**src/rtl/dac_jesd204_tx_framer.sv**
```systemverilog
// JESD204 transmit framer: buffers DAC sample beats in a small FIFO and maps
// channel-major 16-bit samples onto per-lane octets, with underflow accounting.
module dac_jesd204_tx_framer #(
    parameter int NUM_LANES       = 1,
    parameter int NUM_CHANNELS    = 1,
    parameter int TWOS_COMPLEMENT = 1
) (
    input  logic                      tx_clk,
    input  logic                      tx_rstn,
    input  logic                      tx_en,
    input  logic [NUM_CHANNELS-1:0]   dac_enable,
    input  logic                      dac_valid,
    input  logic [NUM_LANES*32-1:0]   dac_data,
    output logic                      dac_ready,
    input  logic                      tx_ready,
    output logic                      tx_valid,
    output logic [NUM_LANES*32-1:0]   tx_data,
    output logic                      dac_dunf,
    output logic [15:0]               dunf_count,
    input  logic                      dunf_clr
);

    localparam int SPC   = 2 * NUM_LANES / NUM_CHANNELS;
    localparam int DEPTH = 4;
    localparam int W     = NUM_LANES * 32;
    localparam int NS    = 2 * NUM_LANES;

    typedef enum logic [1:0] {
        IDLE  = 2'd0,
        PRIME = 2'd1,
        RUN   = 2'd2
    } state_t;

    state_t       state;
    logic [W-1:0] mem [DEPTH];
    logic [1:0]   wr_ptr;
    logic [1:0]   rd_ptr;
    logic [2:0]   occupancy;
    logic         push;
    logic         pop;
    logic         dunf_evt;
    logic [W-1:0] framed;
    logic [15:0]  sample;

    // Source handshake: a beat transfers on any rising edge where dac_valid
    // and dac_ready are both high; dac_ready never depends on dac_valid.
    assign dac_ready = (state != IDLE) && (occupancy < 3'(DEPTH));
    assign push      = dac_valid && dac_ready;
    assign pop       = (state == RUN) && tx_en && tx_ready && (occupancy != 3'd0);
    assign dunf_evt  = (state == RUN) && tx_en && tx_ready && (occupancy == 3'd0);

    // Even samples occupy the low half of a lane, odd samples the high half,
    // each stored MSB octet first.
    always_comb begin
        framed = '0;
        sample = '0;
        for (int j = 0; j < NS; j++) begin
            sample = mem[rd_ptr][j*16 +: 16];
            if (!dac_enable[j/SPC]) begin
                sample = '0;
            end
            if (TWOS_COMPLEMENT == 0) begin
                sample[15] = ~sample[15];
            end
            if (j % 2 == 0) begin
                framed[(j/2)*32      +: 8] = sample[15:8];
                framed[(j/2)*32 + 8  +: 8] = sample[7:0];
            end else begin
                framed[(j/2)*32 + 16 +: 8] = sample[15:8];
                framed[(j/2)*32 + 24 +: 8] = sample[7:0];
            end
        end
    end

    always_ff @(posedge tx_clk) begin
        if (push) begin
            mem[wr_ptr] <= dac_data;
        end
    end

    always_ff @(posedge tx_clk or negedge tx_rstn) begin
        if (!tx_rstn) begin
            state      <= IDLE;
            wr_ptr     <= '0;
            rd_ptr     <= '0;
            occupancy  <= '0;
            tx_data    <= '0;
            tx_valid   <= 1'b0;
            dac_dunf   <= 1'b0;
            dunf_count <= '0;
        end else begin
            dac_dunf <= 1'b0;
            if (!tx_en) begin
                // Stopping always flushes, so a restart must re-prime the FIFO.
                state     <= IDLE;
                wr_ptr    <= '0;
                rd_ptr    <= '0;
                occupancy <= '0;
                tx_data   <= '0;
                tx_valid  <= 1'b0;
            end else begin
                if (push) begin
                    wr_ptr <= wr_ptr + 2'd1;
                end
                if (pop) begin
                    rd_ptr <= rd_ptr + 2'd1;
                end
                occupancy <= occupancy + 3'(push) - 3'(pop);
                case (state)
                    IDLE: begin
                        state    <= PRIME;
                        tx_data  <= '0;
                        tx_valid <= 1'b0;
                    end
                    PRIME: begin
                        tx_data <= '0;
                        if (occupancy >= 3'd2) begin
                            state    <= RUN;
                            tx_valid <= 1'b1;
                        end else begin
                            tx_valid <= 1'b0;
                        end
                    end
                    RUN: begin
                        tx_valid <= 1'b1;
                        if (pop) begin
                            tx_data <= framed;
                        end else if (dunf_evt) begin
                            tx_data  <= '0;
                            dac_dunf <= 1'b1;
                        end
                    end
                    default: begin
                        state    <= IDLE;
                        tx_data  <= '0;
                        tx_valid <= 1'b0;
                    end
                endcase
            end

            if (dunf_clr) begin
                dunf_count <= '0;
            end else if (dunf_evt && (dunf_count != 16'hFFFF)) begin
                dunf_count <= dunf_count + 16'd1;
            end
        end
    end

endmodule

```
**config.mk**
```make
export PLATFORM = sky130hd
export DESIGN_NAME = dac_jesd204_tx_framer
export DESIGN_NICKNAME = d
export VERILOG_FILES = /design/src/rtl/dac_jesd204_tx_framer.sv
export SDC_FILE = /design/constraint.sdc
export NUM_CORES = 1
export LEC_CHECK = 0
export CELL_PAD_IN_SITES_DETAIL_PLACEMENT = 0
export CELL_PAD_IN_SITES_GLOBAL_PLACEMENT = 1
export CORE_MARGIN = 2
export CORE_UTILIZATION = 43
export CTS_CLUSTER_DIAMETER = 200
export DETAILED_ROUTE_END_ITERATION = 10
export PLACE_DENSITY = 0.81
export RECOVER_POWER = 50
export REMOVE_ABC_BUFFERS = 1
export SLEW_MARGIN = 20
export SYNTH_ARGS = -nofsm -noshare
export SYNTH_HDL_FRONTEND = slang
export SYNTH_SLANG_ARGS = --single-unit
export TNS_END_PERCENT = 50
```
**constraint.sdc**
```tcl
create_clock -name tx_clk -period 2.4 [get_ports tx_clk]
set_input_delay 0.48 -clock tx_clk [delete_from_list [all_inputs] [get_ports tx_clk]]
set_output_delay 0.48 -clock tx_clk [all_outputs]
set_load 0.05 [all_outputs]
```
==> results by group <==
Layout
  – Commonest cells after routing, fill and taps aside: edfxtp_1, dfrtp_1, clkdlybuf4s50_1
  – Share of post-route cells with drive strength above 1: 18.2%
  – Fill count: 1267
  – Layout overhead on the synthesized area: 26.5%
  – Most common cell after layout, fill and taps aside: edfxtp_1
  – Post-layout util: 56.0%
  – Final net count: 584

Timing
  – Clock skew: 0.0119 ns
  – FMAX: 0.435 GHz
  – Final min period: 2.30 ns
  – RSZ-0062 raised after global routing: false
  – Fin. Hold Viols: 0
  – Worst-margin pin slew: 1.05 ns
  – Final Max Slew Viols: 0
  – Setup-failing EPs final: 0
  – Final setup TNS: 0 ns
  – Period utilization: 95.8%
  – Slew margin rel.: 30.2%

Power
  – Total power: 7.64 mW
  – P_leak: 3.31 nW
  – Seq pwr share: 50.4%
  – Comb power frac: 13.6%
  – Sw frac: 24.4%
  – Part of the power in the clock network: 36.0%
  – Pwr per Cell Area: 819 nW/um2
  – Switching power total: 1.86 mW
  – Int Pwr: 5.78 mW
  – VDD IR-drop max: 0.000560 V

Global routing
  – Met3 Resource Use GR: 4.84%
  – M1 GR Usage: 24.0%
  – Vias in the first global route: 4399
  – Most used routing layer: met2
  – Met2 GRT Util: 29.3%
  – Overall routing resource usage: 18.1%
  – Total grt overflow: 0
  – Initial antenna violation count: 3
  – Pin count of the biggest net entering global routing: 33
  – First-pass GRT wire length: 24400 um

Setup path
  – Crit path launch type: flip-flop
  – Arr. time, crit path: 1.82 ns
  – Family with the most delay on the worst path: buffers and inverters
  – Crit. End Element: primary output
  – Critical path cell sequence: clkdlybuf4s50_1
  – Crit path buf inv count: 1
  – Req. time, crit path: 1.92 ns
  – CP max stage delay: 0.86 ns
  – Kind of critical path: reg2out
  – Critical-path maximum fanout: 10
  – CP max-delay cell: clkdlybuf4s50_1

Yosys
  – Synth cell types: 42
  – EDFF count, synth: 128
  – Syn Inst Count: 414
  – Yosys reg bits: 187
  – Register area share after synthesis: 72.2%
  – Avg Cell Area, Syn: 17.8 um2
  – Main synth FF type: edfxtp_1
  – Yosys Warn Count: 0
  – Ys async rst share: 31.6%
  – Post-Syn Area: 7370 um2

CTS
  – CTS buffer count: 17
  – Maximum root-to-sink buffer count: 2
  – TritonCTS clock tree: yes
  – Worst-path clk slew: 0.06 ns
  – Clk_lat worst skew: 0.44 ns
  – Clock Sinks: 187
  – Root Driver: clkbuf_16
  – CTS H-tree lvls: 4

Floorplanning
  – Row cnt: 47
  – Die Y: 135 um
  – I/O pin cnt: 90
  – Core area: 16600 um2
  – Die X: 135 um
  – Initial Util: 44.3%
  – Die area: 18200 um2

Placed design
  – I/O Buffers: 89
  – DPL Wire Length: 9460 um
  – Gpl congestion: 0.798

Detailed routing
  – Number of DRC markers in iteration 0: 263
  – Pre-Repair DR Iteration Count: 5
  – Routed Antenna Nets: 0
  – Routed wire length: 15200 um
  – DR WL/cell: 19.9 um
  – Vias per inst: 5.52
  – Via count: 4229
  – Drt drc: 0

Flow run
  – Max cap viols: 0

Worst hold path
  – Hold crit path type: reg2reg

Outcome
  – Status: completed
-- routing by layer --
| metal | share of wire (%) | wire (um) |
|---|---|---|
| met1 | 43 | 6570 |
| met2 | 50 | 7630 |
| met3 | 5.4 | 820 |
| met4 | 1.4 | 213 |
| met5 | 0.085 | 13 |
-- through the flow --
stage / cells / worst slack, ns / hold WS [ns] / area (um2)
final: 766 / 0.100 / 0.506 / 9320
after CTS: 762 / 0.0406 / 0.510 / 9330
after floorplan: 393 / -0.0688 / 0.184 / 7270
after global routing: 766 / 0.0209 / 0.524 / 9320
after global placement: 729 / -0.117 / 0.447 / 8750
after detailed placement: 729 / -0.180 / 0.452 / 8750
-- path summary, 6_finish.rpt --
check                                               start  cells after the start                   endpoint  slack, ns
worst min register to register     tx_data[1]$_DFFE_PN0P_                      1     tx_data[1]$_DFFE_PN0P_       0.51
worst max register to register       state[0]$_DFFE_PN0P_                     11     occupancy[2]$_DFF_PN0_       0.18
max in group asynchronous                         tx_rstn                      3      rd_ptr[0]$_DFFE_PN0P_       0.50
worst max-delay path            dunf_count[7]$_DFFE_PN0P_                      1              dunf_count[7]       0.10
worst min-delay path               tx_data[1]$_DFFE_PN0P_                      1     tx_data[1]$_DFFE_PN0P_       0.51
min in group asynchronous                         tx_rstn                      2  dunf_count[4]$_DFFE_PN0P_       0.75
-- power by group through the flow --
stage	clock [mW]	sequential [mW]	combinational, mW
finish	2.75	3.85	1.04
global placement	0	3.89	1.04
CTS	2.81	3.85	1.07
floorplan	0	3.93	0.566
detailed placement	0	3.92	1.06
global route	2.95	3.87	1.16
-- worst reg2reg max path: cells and delay by family, from the launching register on --
kind	cells	cell delay, ns
adders and majority gates	4	0.95
and+or+nand+nor	3	0.41
DFF	1	0.40
buffers and inverters	3	0.22
xor gates and xnor gates	1	0.15
-- flip-flops by register name, summed over array words and instances, names as in the netlist --
signal      flops
mem           128
state           2
tx_data        32
rd_ptr          2
tx_valid        1
dunf_count     16
occupancy       3
dac_dunf        1
wr_ptr          2
-- repair_timing --
item	in CTS	in global routing
endpoints found under the hold margin	15	0
buffers inserted	0	2
hold buffers	1	0
setup endpoints to repair	0	1
resized for setup	0	2
-- cells by family (layout without fill, tap and decap cells) --
| kind of cell | Yosys count | in the layout | synth area share (%) |
|---|---|---|---|
| mux | 36 | 36 | 10.3 |
| other cells | 0 | 2 | 0 |
| simple gates | 71 | 71 | 5.59 |
| xor+xnor | 4 | 4 | 0.476 |
| compound gates | 67 | 67 | 6.88 |
| fa+ha+maj | 14 | 14 | 2.48 |
| buf+inv | 35 | 165 | 2.02 |
| flops | 187 | 187 | 72.2 |
-- synthesized netlist by cell type, types with 3 or more instances --
| cell | number | area share, % |
|---|---|---|
| or4_1 | 5 | 0.51 |
| o41ai_1 | 5 | 0.59 |
| or4b_1 | 3 | 0.41 |
| edfxtp_1 | 128 | 52 |
| inv_1 | 14 | 0.71 |
| nor3_1 | 4 | 0.27 |
| a21oi_1 | 14 | 0.95 |
| nor2b_1 | 3 | 0.25 |
| nor2_1 | 8 | 0.41 |
| clkbuf_1 | 15 | 0.76 |
| and2_1 | 10 | 0.85 |
| ha_1 | 13 | 2.2 |
| or3_1 | 3 | 0.25 |
| o31ai_1 | 5 | 0.51 |
| a22o_1 | 32 | 3.8 |
| o21ai_0 | 4 | 0.27 |
| and3_1 | 3 | 0.25 |
| dfrtp_1 | 59 | 20 |
| mux4_2 | 32 | 9.8 |
| nand3_1 | 7 | 0.48 |
| nand4_1 | 5 | 0.42 |
| mux2i_1 | 3 | 0.41 |
| nand2_1 | 12 | 0.61 |
-- layout make-up --
class | count | area (um2) | share of cell area [%]
repair buffers | 119 | 1180 | 12.7
well taps | 220 | 275 | 2.95
flip-flops and latches | 187 | 5320 | 57.1
clock buffers | 22 | 454 | 4.87
diodes | 2 | 5.00 | 0.0537
multi-input cells | 192 | 1910 | 20.5
clock inverters | 10 | 118 | 1.26
inverters | 14 | 52.6 | 0.564
Note: power is estimated with default switching activity, not from simulation.
